**src/rtl/switch_event_arbiter_if.sv**
```systemverilog
// rtl/switch_event_arbiter_if.sv - switch inputs and display/status outputs of the event arbiter
interface switch_event_arbiter_if;
    logic [4:0] SW;
    logic [0:6] HEX3;
    logic [0:6] HEX1;
    logic [0:6] HEX0;
    logic [3:0] grant;
    logic [7:0] count_bcd;
    logic       busy;

    modport master (
        output SW,
        input  HEX3, HEX1, HEX0, grant, count_bcd, busy
    );

    modport slave (
        input  SW,
        output HEX3, HEX1, HEX0, grant, count_bcd, busy
    );
endinterface

```
**src/rtl/switch_event_arbiter.sv**
```systemverilog
// rtl/switch_event_arbiter.sv - debounced round-robin switch arbiter feeding a BCD counter and 7-seg display
module switch_event_arbiter #(
    parameter int SYNC_STAGES     = 2,
    parameter int DEBOUNCE_CYCLES = 16
) (
    input  logic                  CLOCK_50,
    input  logic                  RST,
    switch_event_arbiter_if.slave bus
);
    localparam int CW = $clog2(DEBOUNCE_CYCLES) + 1;
    localparam logic [CW-1:0] CNT_LAST = CW'(DEBOUNCE_CYCLES - 1);

    typedef enum logic [1:0] {
        IDLE   = 2'd0,
        GRANT  = 2'd1,
        UPDATE = 2'd2
    } state_t;

    logic [4:0]           sync_q [SYNC_STAGES];
    logic [4:0]           sync_s;
    logic [3:0][CW-1:0]   cnt_q, cnt_d;
    logic [3:0]           filt_q, filt_d, filt_prev_q;
    logic [3:0]           rise;
    logic [3:0]           pending_q, pending_d;
    logic [1:0]           rr_ptr_q, idx_q, last_idx_q, pick_idx;
    logic                 last_valid_q;
    logic [7:0]           count_q, count_d;
    logic [3:0]           grant_d;
    logic                 busy_d;
    state_t               state_q, state_d;
    logic                 hold;

    assign sync_s = sync_q[SYNC_STAGES-1];
    assign hold   = sync_s[4];
    assign rise   = filt_q & ~filt_prev_q;

    // Bring every switch into the clock domain through a plain flop chain
    always_ff @(posedge CLOCK_50 or posedge RST) begin
        if (RST) begin
            for (int k = 0; k < SYNC_STAGES; k++) sync_q[k] <= '0;
        end else begin
            sync_q[0] <= bus.SW;
            for (int k = 1; k < SYNC_STAGES; k++) sync_q[k] <= sync_q[k-1];
        end
    end

    // Filtered level flips only after the input disagrees for DEBOUNCE_CYCLES samples in a row
    always_comb begin
        filt_d = filt_q;
        cnt_d  = cnt_q;
        for (int i = 0; i < 4; i++) begin
            if (sync_s[i] != filt_q[i]) begin
                if (cnt_q[i] == CNT_LAST) begin
                    filt_d[i] = ~filt_q[i];
                    cnt_d[i]  = '0;
                end else begin
                    cnt_d[i] = cnt_q[i] + 1'b1;
                end
            end else begin
                cnt_d[i] = '0;
            end
        end
    end

    // Round-robin search: lowest offset from rr_ptr wins, so scan offsets from high to low
    always_comb begin
        pick_idx = rr_ptr_q;
        for (int k = 3; k >= 0; k--) begin
            if (pending_q[rr_ptr_q + 2'(k)]) pick_idx = rr_ptr_q + 2'(k);
        end
    end

    // A new rising edge wins over the grant clearing the same pending bit
    always_comb begin
        pending_d = (pending_q & ~grant_d) | rise;
    end

    // Add idx+1 to the two-digit BCD count, wrapping at 100
    always_comb begin
        logic [4:0] ones_sum;
        logic [4:0] tens_sum;
        ones_sum = {1'b0, count_q[3:0]} + {3'b000, idx_q} + 5'd1;
        tens_sum = {1'b0, count_q[7:4]};
        if (ones_sum > 5'd9) begin
            ones_sum = ones_sum - 5'd10;
            tens_sum = tens_sum + 5'd1;
        end
        if (tens_sum > 5'd9) tens_sum = tens_sum - 5'd10;
        count_d = {tens_sum[3:0], ones_sum[3:0]};
    end

    // FSM state register
    always_ff @(posedge CLOCK_50 or posedge RST) begin
        if (RST) state_q <= IDLE;
        else     state_q <= state_d;
    end

    // FSM next state: hold only gates the start of a new event
    always_comb begin
        state_d = state_q;
        case (state_q)
            IDLE:    if (!hold && pending_q != 4'b0000) state_d = GRANT;
            GRANT:   state_d = UPDATE;
            UPDATE:  state_d = IDLE;
            default: state_d = IDLE;
        endcase
    end

    // FSM outputs: one-hot grant for the single GRANT cycle, busy outside IDLE
    always_comb begin
        grant_d = 4'b0000;
        busy_d  = (state_q != IDLE);
        if (state_q == GRANT) grant_d = 4'b0001 << pick_idx;
    end

    // Debounce, edge-detect, arbitration and count datapath registers
    always_ff @(posedge CLOCK_50 or posedge RST) begin
        if (RST) begin
            cnt_q        <= '0;
            filt_q       <= '0;
            filt_prev_q  <= '0;
            pending_q    <= '0;
            rr_ptr_q     <= '0;
            idx_q        <= '0;
            last_idx_q   <= '0;
            last_valid_q <= 1'b0;
            count_q      <= 8'h00;
        end else begin
            cnt_q       <= cnt_d;
            filt_q      <= filt_d;
            filt_prev_q <= filt_q;
            pending_q   <= pending_d;
            if (state_q == GRANT) begin
                idx_q    <= pick_idx;
                rr_ptr_q <= pick_idx + 2'd1;
            end
            if (state_q == UPDATE) begin
                count_q      <= count_d;
                last_idx_q   <= idx_q;
                last_valid_q <= 1'b1;
            end
        end
    end

    function automatic logic [0:6] seg7(input logic [3:0] d);
        case (d)
            4'd0:    seg7 = 7'b0000001;
            4'd1:    seg7 = 7'b1001111;
            4'd2:    seg7 = 7'b0010010;
            4'd3:    seg7 = 7'b0000110;
            4'd4:    seg7 = 7'b1001100;
            4'd5:    seg7 = 7'b0100100;
            4'd6:    seg7 = 7'b0100000;
            4'd7:    seg7 = 7'b0001111;
            4'd8:    seg7 = 7'b0000000;
            4'd9:    seg7 = 7'b0001100;
            default: seg7 = 7'b1111111;
        endcase
    endfunction

    assign bus.grant     = grant_d;
    assign bus.busy      = busy_d;
    assign bus.count_bcd = count_q;
    assign bus.HEX1      = seg7(count_q[7:4]);
    assign bus.HEX0      = seg7(count_q[3:0]);
    assign bus.HEX3      = last_valid_q ? seg7({2'b00, last_idx_q}) : 7'b1111111;
endmodule

```
**src/flat_wrapper.sv**
```systemverilog
// flat-port wrapper written by rule: the top's interface ports become plain ports
module switch_event_arbiter_flat 
#(
    parameter int SYNC_STAGES     = 2,
    parameter int DEBOUNCE_CYCLES = 16
)
  (CLOCK_50, RST, bus_SW, bus_HEX3, bus_HEX1, bus_HEX0, bus_grant, bus_count_bcd, bus_busy);
  switch_event_arbiter_if bus_i ();
  input  logic CLOCK_50;
  input  logic RST;
  input wire logic [$bits(bus_i.SW)-1:0] bus_SW;
  output wire logic [$bits(bus_i.HEX3)-1:0] bus_HEX3;
  output wire logic [$bits(bus_i.HEX1)-1:0] bus_HEX1;
  output wire logic [$bits(bus_i.HEX0)-1:0] bus_HEX0;
  output wire logic [$bits(bus_i.grant)-1:0] bus_grant;
  output wire logic [$bits(bus_i.count_bcd)-1:0] bus_count_bcd;
  output wire logic [$bits(bus_i.busy)-1:0] bus_busy;
  assign bus_i.SW = bus_SW;
  assign bus_HEX3 = bus_i.HEX3;
  assign bus_HEX1 = bus_i.HEX1;
  assign bus_HEX0 = bus_i.HEX0;
  assign bus_grant = bus_i.grant;
  assign bus_count_bcd = bus_i.count_bcd;
  assign bus_busy = bus_i.busy;
  switch_event_arbiter #(.SYNC_STAGES(SYNC_STAGES), .DEBOUNCE_CYCLES(DEBOUNCE_CYCLES)) u_core (.CLOCK_50(CLOCK_50), .RST(RST), .bus(bus_i));
endmodule
```
**config.mk**
```make
export PLATFORM = sky130hd
export DESIGN_NAME = switch_event_arbiter_flat
export DESIGN_NICKNAME = d
export VERILOG_FILES = /design/src/rtl/switch_event_arbiter_if.sv /design/src/rtl/switch_event_arbiter.sv /design/src/flat_wrapper.sv
export SDC_FILE = /design/constraint.sdc
export NUM_CORES = 1
export LEC_CHECK = 0
export ABC_AREA = 1
export BUFFER_PORTS_ARGS = -buffer_cell sky130_fd_sc_hd__buf_2
export CORE_MARGIN = 3
export CORE_UTILIZATION = 55
export CTS_BUF_LIST = sky130_fd_sc_hd__clkbuf_2 sky130_fd_sc_hd__clkbuf_4 sky130_fd_sc_hd__clkbuf_8
export DETAILED_ROUTE_END_ITERATION = 8
export GPL_TIMING_DRIVEN = 0
export PLACE_DENSITY = 0.76
export SLEW_MARGIN = 20
export SYNTH_ARGS = -nofsm -noshare
export SYNTH_HDL_FRONTEND = slang
export SYNTH_SLANG_ARGS = --single-unit
```
**constraint.sdc**
```tcl
create_clock -name CLOCK_50 -period 3.55 [get_ports CLOCK_50]
set_input_delay 0.1775 -clock CLOCK_50 [delete_from_list [all_inputs] [get_ports CLOCK_50]]
set_output_delay 0.1775 -clock CLOCK_50 [all_outputs]
set_load 0.02 [all_outputs]
```
### Yosys cells after proc, flatten, opt, wreduce, memory -nomap -nowiden

Memory sizes are Yosys's and may differ from the RTL's.
Cells that the tools add are included.

| word-level totals | value |
|---|---|
| register bits after elaboration | 59 |
| ROM bits | 224 |
| bits of input ports | 7 |
| output and inout port bits | 34 |
| word-level logic and storage cells | 101 |
| memories | 2 |

Memory list:

| name | depth | width | rd ports | clocked after memory_dff | write ports | RTL line | source |
|---|---|---|---|---|---|---|---|
| (no name shown) | 16 | 7 | 1 | 0 | 0 | switch_event_arbiter.sv:146 | `case (d)` |
| (no name shown) | 16 | 7 | 1 | 0 | 0 | switch_event_arbiter.sv:146 |  |

| cells by class | value |
|---|---|
| $add $sub $neg | 13 |
| $lt $le $gt $ge | 6 |
| equality and inequality tests | 14 |
| shifts and indexed selects | 1 |
| mux-type cells | 28 |
| bitwise gates (word level) | 9 |
| reduce and logical (&&, ||, !) cells | 10 |

Operators by type and width:

| kind | count |
|---|---|
| $mux W5 | 9 |
| $pmux W7 S4 | 1 |
| $add A5 B1 Y5 const B | 5 |
| $eq A5 B4 Y1 const B | 4 |
| $lt A2 B3 Y1 const B | 4 |
| $mux W4 | 3 |
| $gt A5 B4 Y1 const B | 2 |
| $mux W2 | 5 |
| $and A4 B4 Y4 | 2 |
| $bmux W1 S2 | 4 |
| $not A4 Y4 | 2 |
| $reduce_and A2 Y1 | 4 |
| $sub A4 B4 Y4 const B | 2 |
| $mux W7 | 1 |
| $eq A2 B2 Y1 const B | 3 |
| $add A4 B1 Y5 const B | 1 |
| $add A4 B2 Y5 | 1 |
| $add A2 B1 Y2 const B | 2 |
| $add A2 B2 Y2 const B | 2 |
| $eq A2 B1 Y1 const B | 2 |
| $logic_not A2 Y1 | 2 |
| $mux W1 | 4 |
| $ne A1 B1 Y1 | 4 |
| $not A1 Y1 | 4 |
| 8 further kinds | 8 |

### Logic depth before layout (Yosys ltp)

Gate-level depths: netlist (run 1).

| logic depth | value |
|---|---|
| depth in word-level cells | 12 |
| depth in mapped cells | 23 |
| mapped depth without buffers | 23 |

### Worst setup path before layout (run 1)

No wires, ideal clock.

| timing path | value |
|---|---|
| path type | flip-flop to flip-flop |
| start | register u_core.count_q[0], in the netlist u_core.bus.count_bcd[0] |
| end | register u_core.count_q[5], in the netlist u_core.bus.count_bcd[5] |
| library setup time | 0.117 ns |
| arrival time | 2.750 ns |
| data required time | 3.433 ns |
| setup slack | 0.683 ns |
| cell stages (with the launch flop) | 23 |
| path buffers | 0 |
| clock period less this slack | 2.867 ns |
| cells stage by stage | dfrtp_1 > inv_1 > ha_1 > inv_1 > fa_1 > inv_1 > nand2_1 > nand2_1 > inv_1 > ha_1 > inv_1 > o21ai_0 > nand2_1 > inv_2 > nand2_4 > nand2_8 > nand2_2 > nand2_2 > ha_1 > o21ai_1 > nand3_1 > nand3_1 > nand2_1 |

| between the ends | value |
|---|---|
| longest elaborated chain between the ends | 6 |
| elaborated cells between the ends (all ways) | 7 |
| classes of those cells | add/sub (3); order compare (2); mux (2) |

Ends and longest elaborated chain:

| element | RTL line | source |
|---|---|---|
| start: declaration | switch_event_arbiter.sv:27 | `logic [7:0] count_q, count_d;` |
| start signal: assignment | switch_event_arbiter.sv:138 | `count_q <= count_d;` |
| $add A4 B2 Y5 * | switch_event_arbiter.sv:82 | `ones_sum = {1'b0, count_q[3:0]} + {3'b000, idx_q} + 5'd1;` |
| $add A5 B1 Y5 * | switch_event_arbiter.sv:82 |  |
| $gt A5 B4 Y1 * | switch_event_arbiter.sv:84 | `if (ones_sum > 5'd9) begin` |
| $mux W5 * | switch_event_arbiter.sv:84 |  |
| $sub A4 B4 Y4 or $gt A5 B4 Y1 (tied branches) | switch_event_arbiter.sv:88 | `if (tens_sum > 5'd9) tens_sum = tens_sum - 5'd10;` |
| $mux W4 * | switch_event_arbiter.sv:88 |  |

Mark *: on every way between the ends. The rest lies on a longest branch, timed or not.
A chain may end at the register's enable or synchronous reset.

### Worst setup path in the final report (run 1)

| timing path | value |
|---|---|
| start | register u_core.count_q[0], in the netlist u_core.bus.count_bcd[0] |
| end | register u_core.count_q[6], in the netlist u_core.bus.count_bcd[6] |

The elaborated chain is that of the path after synthesis.

==> results.sh, run 1 <==
export IMPL_overflow=0
export IMPL_hp_start="u_core.sync_q[8]"
export IMPL_routed_wl_um=6112
export IMPL_met3WireLength_um=307
export IMPL_synth_seq_area_share_pct=46.04
export IMPL_dr_wl_met2_um=2954
export IMPL_skew_ns=0.008165
export IMPL_leakage_nw=2.024
export IMPL_fp_row_count=27
export IMPL_syn_area_um2=3207
export IMPL_final_hold_viol_count=0
export IMPL_critPathCaptureType="flop"
export IMPL_slew_headroom_pct=54.00
export IMPL_cts_sinks=59
export IMPL_syn_area_per_cell_um2=8.439
export IMPL_numCtsBuffers=9
export IMPL_max_vdd_ir_drop_mv=0.5003
export IMPL_critPathArrivalTime_ns=3.29
export IMPL_yosysUniqueCellTypes=32
export IMPL_layout_drive_gt1_share_pct=18.78
export IMPL_ant_nets=0
export IMPL_htreeDepth=3
export IMPL_dr_pass1_iters=4
export IMPL_diodes=0
export IMPL_r2r_setup_slack_ns=0.49
export IMPL_vias_per_cell=5.043
export IMPL_grt_first_pass_wirelength_um=10620
export IMPL_cts_buffer_depth=2
export IMPL_grt_max_degree=60
export IMPL_synth_nets=411
export IMPL_syn_inst=380
export IMPL_grtUsageTotal_pct=20.53
export IMPL_io_buffers=40
export IMPL_initial_core_util_pct=57.53
export IMPL_pin_count=41
export IMPL_worst_pin_slew_ns=0.6899
export IMPL_status="completed"
export IMPL_die_w_um=82.36
export IMPL_fin_nets=468
export IMPL_postPlaceCellArea_um2=3500
export IMPL_finalInstanceArea_um2=3791
export IMPL_syn2layout_area_growth_pct=18.22
export IMPL_max_freq_mhz=326.8
export IMPL_antenna_found_initial=0
export IMPL_final_common_cell="nand2_1"
export IMPL_min_path_type="reg -> reg"
export IMPL_die_area_um2=6783
export IMPL_p_per_area_nw_per_um2=634.4
export IMPL_fp_coreArea_um2=5574
export IMPL_dpl_hpwl_um=4367
export IMPL_slew_violations=0
export IMPL_hold_path_end="u_core.sync_s[3]"
export IMPL_critPathKind="reg -> reg"
export IMPL_power_w=0.002405
export IMPL_wl_per_cell_um=11.89
export IMPL_synth_seq_cells=59
export IMPL_fin_crit_sh_pct=86.19
export IMPL_setup_violations=0
export IMPL_r2r_start="u_core.bus.count_bcd[0]"
export IMPL_ctsResizeCount=0
export IMPL_path_max_fanout=9
export IMPL_die_y_um=82.36
export IMPL_clkTransAtPathRegs_ns=0.07
export IMPL_final_cell_mix="70 x nand2_1, 59 x dfrtp_1, 53 x inv_1, 42 x buf_2, 38 x o21ai_0"
export IMPL_cts_root_buffer="clkbuf_8"
export IMPL_holdPathStages=0
export IMPL_grt_pass1_vias=2519
export IMPL_rr_worst_depth=22
export IMPL_fillers=456
export IMPL_rsz0062_at_grt="no"
export IMPL_gp_congestion=0.8732
export IMPL_drtIter0Drc=74
export IMPL_finalSetupTns_ns=0
export IMPL_timing_rr_end="u_core.bus.count_bcd[6]"
export IMPL_clk_latency_ns=0.34
export IMPL_yosysWarnings=0
export IMPL_vias=2592
export IMPL_wirelength_met1_um=2748
export IMPL_maxCapViolCount=0
export IMPL_required_ns=3.78
export IMPL_worstSetupStartpointType="flop"
export IMPL_drcViolationCount=0
export IMPL_cts_tree="done"
export IMPL_period_minus_slack_ns=3.060
export IMPL_top_layer="met4"
[sequential cells by signal, indices dropped and copies added (netlist names)]
name                  count
u_core.filt_prev_q        4
u_core.idx_q              2
u_core.last_idx_q         2
u_core.pending_q          4
u_core.bus.count_bcd      8
u_core.sync_s             5
u_core.cnt_q             20
u_core.sync_q             5
u_core.state_q            2
u_core.rr_ptr_q           2
u_core.last_valid_q       1
u_core.filt_q             4
[report_power, final]
part	internal (W)	total (W)	switching (W)	leakage, nW
clock network	0.000440	0.000705	0.000265	0.116
registers	0.000732	0.000792	0.0000604	0.785
logic	0.000322	0.000907	0.000585	1.12
total	0.00149	0.00240	0.000910	2.02
[how the worst max path moves through the flow]
| stage | cells past startpoint | to | start |
|---|---|---|---|
| floorplan | 22 | u_core.bus.count_bcd[5] | u_core.bus.count_bcd[0] |
| global placement | 22 | u_core.bus.count_bcd[6] | u_core.bus.count_bcd[0] |
| detailed placement | 22 | u_core.bus.count_bcd[6] | u_core.bus.count_bcd[0] |
| CTS | 22 | u_core.bus.count_bcd[6] | u_core.bus.count_bcd[0] |
| global route | 22 | u_core.bus.count_bcd[6] | u_core.bus.count_bcd[0] |
| finish | 22 | u_core.bus.count_bcd[6] | u_core.bus.count_bcd[0] |
[metrics by stage]
step	utilization [%]	hold WS, ns	setup slack, ns	cells
6_report	68.01	0.3499	0.4903	514
5_1_grt	68.01	0.3639	0.1978	514
4_1_cts	68.01	0.3518	0.5024	514
3_5_place_dp	62.78	0.2871	0.5140	492
3_3_place_gp	62.74	0.2863	0.5638	492
2_1_floorplan	-	0.2089	0.6830	380
[per-layer routing]
metal / vias to the layer above / GRT usage, %
met1: 1194 / 24.34
met5: - / 0
met4: 0 / 7.475
met2: 60 / 35.26
met3: 10 / 5.965
li1: 1328 / -
[synth_stat cells (all sizes together)]
| cell | n | area share, % |
|---|---|---|
| nand2 | 80 | 11 |
| inv | 57 | 6.7 |
| o21ai | 44 | 6.9 |
| nor4 | 1 | 0.20 |
| o21a | 2 | 0.47 |
| clkinv | 1 | 0.12 |
| dfrtp | 59 | 46 |
| and3 | 4 | 0.78 |
| nor2 | 37 | 4.5 |
| o22ai | 3 | 0.59 |
| xnor2 | 5 | 1.4 |
| clkbuf | 1 | 0.12 |
| fa | 1 | 0.62 |
| nor3 | 5 | 0.78 |
| ha | 23 | 9.0 |
| nand3 | 32 | 5.5 |
| or2 | 1 | 0.20 |
| buf | 5 | 1.2 |
| a21oi | 12 | 2.0 |
| xor2 | 6 | 1.9 |
| a31o | 1 | 0.27 |
[repair_timing]
item	in CTS	in global routing
hold buffers	6	0
setup buffers	0	0
endpoints found under the hold margin	64	0
[area by class of cell]
type,count,area [um^2],share of cell area [%]
Multi-Input combinational cell,257,1469,38.75
Clock buffer,12,158.9,4.191
Clock inverter,4,72.57,1.914
Buffer,6,43.79,1.155
Inverter,58,220.2,5.809
Tap cell,72,90.09,2.376
Timing Repair Buffer,46,260.3,6.865
Sequential cell,59,1476,38.94
[cells by family (layout without fill, tap and decap cells)]
family | after synthesis | count (layout) | share of synthesized area, %
XOR/XNOR | 11 | 11 | 3.238
AO/OA/AOI/OAI | 62 | 62 | 10.18
adder cells (fa/ha/maj) | 24 | 24 | 9.598
buffers and inverters | 64 | 126 | 8.154
AND/OR/NAND/NOR | 160 | 160 | 22.79
flip-flops | 59 | 59 | 46.04
[critical path, stage by stage, from the launching register on]
cell and delay, ns:
dfrtp_1 0.44, inv_1 0.15, ha_1 0.16, inv_1 0.06, fa_1 0.41, inv_1 0.07
nand2_1 0.06, nand2_1 0.09, inv_1 0.06, ha_1 0.19, inv_1 0.05, o21ai_0 0.06
nand2_1 0.08, inv_2 0.04, nand2_4 0.13, nand2_8 0.10, nand2_1 0.08, nand2_2 0.08
ha_1 0.22, o21ai_1 0.19, nand3_1 0.10, nand3_1 0.08, nand2_1 0.05
(Power assumes the default switching activity.)
==> inputs of run 2 (changes only) <==
--- a/config.mk
+++ b/config.mk
@@ -6,13 +6,13 @@
 export NUM_CORES = 1
 export LEC_CHECK = 0
 export ABC_AREA = 1
-export BUFFER_PORTS_ARGS = -buffer_cell sky130_fd_sc_hd__buf_2
 export CORE_MARGIN = 3
 export CORE_UTILIZATION = 55
 export CTS_BUF_LIST = sky130_fd_sc_hd__clkbuf_2 sky130_fd_sc_hd__clkbuf_4 sky130_fd_sc_hd__clkbuf_8
 export DETAILED_ROUTE_END_ITERATION = 8
+export DONT_BUFFER_PORTS = 1
 export GPL_TIMING_DRIVEN = 0
-export PLACE_DENSITY = 0.76
+export PLACE_DENSITY = 0.7
 export SLEW_MARGIN = 20
 export SYNTH_ARGS = -nofsm -noshare
 export SYNTH_HDL_FRONTEND = slang
==> results.sh, run 2 (same netlist as run 1, synthesis figures left out) <==
export IMPL_io_buffers=0
export IMPL_numCtsBuffers=9
export IMPL_leakage_nw=1.841
export IMPL_post_cts_setup_buffer_count=0
export IMPL_die_y_um=82.36
export IMPL_postPlaceCellArea_um2=3299
export IMPL_path_max_fanout=9
export IMPL_gp_congestion=0.8115
export IMPL_worst_pin_slew_ns=0.7179
export IMPL_skew_ns=0.006114
export IMPL_dp_slack_ns=0.4192
export IMPL_power_w=0.002286
export IMPL_clk_latency_ns=0.33
export IMPL_vias=2386
export IMPL_timing_rr_end="u_core.bus.count_bcd[5]"
export IMPL_worstSetupStartpointType="flop"
export IMPL_endpoint="u_core.bus.count_bcd[5]"
export IMPL_ant_nets=0
export IMPL_largest_reg_flops=20
export IMPL_fin_crit_sh_pct=89.11
export IMPL_final_common_cell="nand2_1"
export IMPL_rr_worst_depth=22
export IMPL_critPathKind="reg -> reg"
export IMPL_r2r_setup_slack_ns=0.39
export IMPL_critPathArrivalTime_ns=3.38
export IMPL_finalSetupTns_ns=0
export IMPL_cts_tree="done"
export IMPL_min_path_type="reg -> reg"
export IMPL_layout_drive_gt1_share_pct=10.70
export IMPL_grt_first_pass_wirelength_um=9549
export IMPL_dr_pass1_iters=5
export IMPL_required_ns=3.76
export IMPL_cts_root_buffer="clkbuf_8"
export IMPL_final_cell_mix="70 x nand2_1, 59 x dfrtp_1, 53 x inv_1, 38 x o21ai_0, 35 x nor2_1"
export IMPL_clkTransAtPathRegs_ns=0.07
export IMPL_slew_violations=0
export IMPL_cp_startpoint="u_core.bus.count_bcd[0]"
export IMPL_vias_per_cell=5.034
export IMPL_wl_per_cell_um=11.78
export IMPL_fp_row_count=27
export IMPL_die_area_um2=6783
export IMPL_critPathCaptureType="flop"
export IMPL_dpl_hpwl_um=3988
export IMPL_drtIter0Drc=82
export IMPL_syn2layout_area_growth_pct=11.98
export IMPL_cts_sinks=59
export IMPL_rsz0062_at_grt="no"
export IMPL_drcViolationCount=0
export IMPL_final_hold_viol_count=0
export IMPL_timing_final_ws_setup_ns=0.3867
export IMPL_grt_max_degree=60
export IMPL_r2r_start="u_core.bus.count_bcd[0]"
export IMPL_ctsResizeCount=0
export IMPL_max_vdd_ir_drop_mv=0.4151
export IMPL_grtUsageTotal_pct=18.66
export IMPL_die_w_um=82.36
export IMPL_diodes=0
export IMPL_routed_wl_um=5585
export IMPL_regMostFlops="u_core.cnt_q"
export IMPL_status="completed"
export IMPL_setup_violations=0
export IMPL_htreeDepth=3
export IMPL_holdWs_ns=0.3540
export IMPL_finalInstanceArea_um2=3591
export IMPL_p_per_area_nw_per_um2=636.6
export IMPL_grt_pass1_vias=2193
export IMPL_fin_nets=428
export IMPL_cts_buffer_depth=2
export IMPL_slew_headroom_pct=51.63
export IMPL_maxCapViolCount=0
export IMPL_initial_core_util_pct=57.53
export IMPL_period_minus_slack_ns=3.163
export IMPL_hold_buffers=6
export IMPL_pin_count=41
export IMPL_antenna_found_initial=0
export IMPL_overflow=0
export IMPL_fp_coreArea_um2=5574
export IMPL_max_freq_mhz=316.1
[run 2: worst min-delay path by stage]
| stage | from | end | slack, ns | cells after the start |
|---|---|---|---|---|
| 2_1_floorplan | bus_SW[0] | u_core.sync_q[5] | 0.21 | 0 |
| 3_3_place_gp | bus_SW[3] | u_core.sync_q[8] | 0.21 | 0 |
| 3_5_place_dp | bus_SW[3] | u_core.sync_q[8] | 0.21 | 0 |
| 4_1_cts | u_core.sync_q[5] | u_core.sync_s[0] | 0.35 | 0 |
| 5_1_grt | u_core.sync_q[8] | u_core.sync_s[3] | 0.36 | 0 |
| 6_report | u_core.sync_q[8] | u_core.sync_s[3] | 0.35 | 0 |
[run 2: metal layers]
layer | vias up | track usage (%) | routed length, um
met2 | 42 | 30.29 | 2641
met4 | 0 | 8.472 | 37
met3 | 2 | 5.748 | 276
li1 | 1243 | - | -
met1 | 1099 | 22.74 | 2629
met5 | - | 0 | 0
[run 2: worst max-delay path: stages (launching register included)]
cell and delay [ns]:
dfrtp_1 0.50, inv_1 0.19, ha_1 0.16, inv_1 0.06, fa_1 0.42, inv_1 0.07, nand2_1 0.06, nand2_1 0.09
inv_1 0.06, ha_1 0.19, inv_1 0.04, o21ai_0 0.06, nand2_1 0.08, inv_2 0.04, nand2_4 0.13, nand2_8 0.09
nand2_1 0.08, nand2_2 0.08, ha_1 0.23, o21ai_1 0.19, nand3_1 0.09, nand3_1 0.08, nand2_1 0.06
[run 2: where the power goes]
group	leakage [nW]	internal [W]	switching, W
clock	0.116	0.000440	0.000256
combinational	0.939	0.000249	0.000528
sequential	0.785	0.000732	0.0000805
total	1.84	0.00142	0.000865
[run 2: area by class of cell]
class	count	area [um^2]
Clock buffer	12	158.9
Sequential cell	59	1476
Buffer	6	43.79
Timing Repair Buffer	6	60.06
Clock inverter	4	72.57
Inverter	58	220.2
Multi-Input combinational cell	257	1469
Fill cell	477	1983
Tap cell	72	90.09
[run 2: stage by stage]
stage,util [%],std cells
3_3_place_gp,59.15,452
6_report,64.42,474
3_5_place_dp,59.19,452
5_1_grt,64.42,474
4_1_cts,64.42,474
2_1_floorplan,-,380
==> inputs of run 3 (changes only) <==
--- a/config.mk
+++ b/config.mk
@@ -6,9 +6,9 @@
 export NUM_CORES = 1
 export LEC_CHECK = 0
 export ABC_AREA = 1
+export ABC_CLOCK_PERIOD_IN_PS = 3550
 export CORE_MARGIN = 3
 export CORE_UTILIZATION = 55
-export CTS_BUF_LIST = sky130_fd_sc_hd__clkbuf_2 sky130_fd_sc_hd__clkbuf_4 sky130_fd_sc_hd__clkbuf_8
 export DETAILED_ROUTE_END_ITERATION = 8
 export DONT_BUFFER_PORTS = 1
 export GPL_TIMING_DRIVEN = 0
==> results.sh, run 3 (same netlist as run 1, synthesis figures left out) <==
export IMPL_status="completed"
export IMPL_timing_rr_end="u_core.bus.count_bcd[5]"
export IMPL_pwr_share_seq_pct=35.6
export IMPL_ant_nets=0
export IMPL_skew_ns=0.005924
export IMPL_critPathArrivalTime_ns=3.38
export IMPL_cp_startpoint="u_core.bus.count_bcd[0]"
export IMPL_grt_pass1_vias=2193
export IMPL_vias=2382
export IMPL_power_w=0.002280
export IMPL_die_y_um=82.36
export IMPL_slew_headroom_pct=51.63
export IMPL_fp_row_count=27
export IMPL_swShare_pct=38.00
export IMPL_rr_worst_depth=22
export IMPL_final_hold_viol_count=0
export IMPL_fin_nets=428
export IMPL_dpl_hpwl_um=3988
export IMPL_period_minus_slack_ns=3.166
export IMPL_io_buffers=0
export IMPL_dr_pass1_iters=4
export IMPL_drtIter0Drc=87
export IMPL_die_area_um2=6783
export IMPL_cts_sinks=59
export IMPL_numCtsBuffers=9
export IMPL_cts_root_buffer="clkbuf_8"
export IMPL_max_vdd_ir_drop_mv=0.4151
export IMPL_gp_congestion=0.8115
export IMPL_rsz0062_at_grt="no"
export IMPL_final_cell_mix="70 x nand2_1, 59 x dfrtp_1, 53 x inv_1, 38 x o21ai_0, 35 x nor2_1"
export IMPL_max_freq_mhz=315.9
export IMPL_post_cts_setup_buffer_count=0
export IMPL_grt_first_pass_wirelength_um=9535
export IMPL_slew_violations=0
export IMPL_die_w_um=82.36
export IMPL_cp_slowest_stage_delay_ns=0.50
export IMPL_required_ns=3.77
export IMPL_overflow=0
export IMPL_critPathKind="reg -> reg"
export IMPL_holdWs_ns=0.3552
export IMPL_drcViolationCount=0
export IMPL_pwr_share_clk_pct=30.3
export IMPL_clkTransAtPathRegs_ns=0.07
export IMPL_internal_power_w=0.001413
export IMPL_p_switching_w=0.0008661
export IMPL_htreeDepth=3
export IMPL_final_common_cell="nand2_1"
export IMPL_cp_cell_sequence="inv_1 -> ha_1 -> inv_1 -> fa_1 -> inv_1 -> nand2_1 -> nand2_1 -> inv_1 -> ha_1 -> inv_1 -> o21ai_0 -> nand2_1 -> inv_2 -> nand2_4 -> nand2_8 -> nand2_1 -> nand2_2 -> ha_1 -> o21ai_1 -> nand3_1 -> nand3_1 -> nand2_1"
export IMPL_setup_violations=0
export IMPL_syn2layout_area_growth_pct=11.86
export IMPL_pwr_share_comb_pct=34.1
export IMPL_final_cells=474
export IMPL_grtUsageTotal_pct=18.61
export IMPL_grt_max_degree=60
export IMPL_antenna_found_initial=0
export IMPL_diodes=0
export IMPL_cts_tree="done"
export IMPL_r2r_start="u_core.bus.count_bcd[0]"
export IMPL_cts_buffer_depth=2
export IMPL_p_per_area_nw_per_um2=635.5
export IMPL_clk_latency_ns=0.33
export IMPL_fillers=475
export IMPL_layout_drive_gt1_share_pct=10.45
export IMPL_min_path_type="reg -> reg"
export IMPL_endpoint="u_core.bus.count_bcd[5]"
export IMPL_regMostFlops="u_core.cnt_q"
export IMPL_critPathCaptureType="flop"
export IMPL_fin_crit_sh_pct=89.17
export IMPL_fp_coreArea_um2=5574
export IMPL_critPathSlowestCell="dfrtp_1"
export IMPL_maxCapViolCount=0
export IMPL_holdPathStages=0
export IMPL_wl_per_cell_um=11.79
export IMPL_worstSetupStartpointType="flop"
export IMPL_finalInstanceArea_um2=3587
export IMPL_finalSetupTns_ns=0
export IMPL_pin_count=41
export IMPL_r2r_setup_slack_ns=0.38
export IMPL_largest_reg_flops=20
export IMPL_routed_wl_um=5590
export IMPL_initial_core_util_pct=57.53
export IMPL_dpl_cell_count=452
export IMPL_worst_pin_slew_ns=0.7179
export IMPL_leakage_nw=1.837
export IMPL_vias_per_cell=5.025
export IMPL_path_max_fanout=9
export IMPL_postPlaceCellArea_um2=3299
==> run 3: cell count changes in the layout (fill, tap and decap cells not counted) <==
cell / change
clkbuf_1: +1
clkbuf_4: -1
==> run 3: layout make-up <==
cell class	instances	area, um^2	area share, %
timing repair buffer	6	60.06	1.674
buffer	6	43.79	1.221
sequential	59	1476	41.16
clock inverter	4	72.57	2.023
multi-input combinational	257	1469	40.95
inverter	58	220.2	6.139
clock buffer	12	155.1	4.325
tap	72	90.09	2.511
==> run 3: critical path: cells and delay by family (launching register included) <==
| kind | cells | cell delay (ns) |
|---|---|---|
| adder cells (fa/ha/maj) | 4 | 1.00 |
| AND/OR/NAND/NOR | 10 | 0.84 |
| flip-flops | 1 | 0.50 |
| buffers and inverters | 6 | 0.47 |
| AO/OA/AOI/OAI | 2 | 0.25 |
==> run 3: metal layers <==
metal	global-route usage (%)	vias up	share of wire (%)
li1	-	1241	-
met1	22.65	1102	47
met2	30.21	37	47
met3	5.748	2	5.1
met4	8.472	0	0.66
met5	0	-	0
==> run 3: per-stage QoR <==
step | setup WS (ns) | utilization [%]
6_report | 0.3843 | 64.35
5_1_grt | 0.05316 | 64.35
4_1_cts | 0.3812 | 64.35
3_5_place_dp | 0.4192 | 59.19
3_3_place_gp | 0.4477 | 59.15
2_1_floorplan | 0.6830 | -
==> run 3: how the worst min path moves through the flow <==
| stage | from | end | slack, ns |
|---|---|---|---|
| after floorplan | bus_SW[0] | u_core.sync_q[5] | 0.21 |
| after global placement | bus_SW[3] | u_core.sync_q[8] | 0.21 |
| after detailed placement | bus_SW[3] | u_core.sync_q[8] | 0.21 |
| after CTS | u_core.sync_q[5] | u_core.sync_s[0] | 0.35 |
| after global routing | u_core.sync_q[8] | u_core.sync_s[3] | 0.36 |
| final | u_core.sync_q[9] | u_core.sync_s[4] | 0.36 |
==> run 3: power by group through the flow <==
| stage | Combinational (W) | Sequential, W | Clock [W] |
|---|---|---|---|
| floorplan | 0.000671 | 0.000810 | 0 |
| global placement | 0.000766 | 0.000825 | 0 |
| finish | 0.000777 | 0.000812 | 0.000690 |
| detailed placement | 0.000776 | 0.000827 | 0 |
| global route | 0.000894 | 0.000826 | 0.000738 |
| CTS | 0.000785 | 0.000814 | 0.000705 |
==> run 3: timing repair <==
action	in CTS	in global routing
hold endpoints to repair	64	0
resized for setup	0	0
hold buffers	6	0
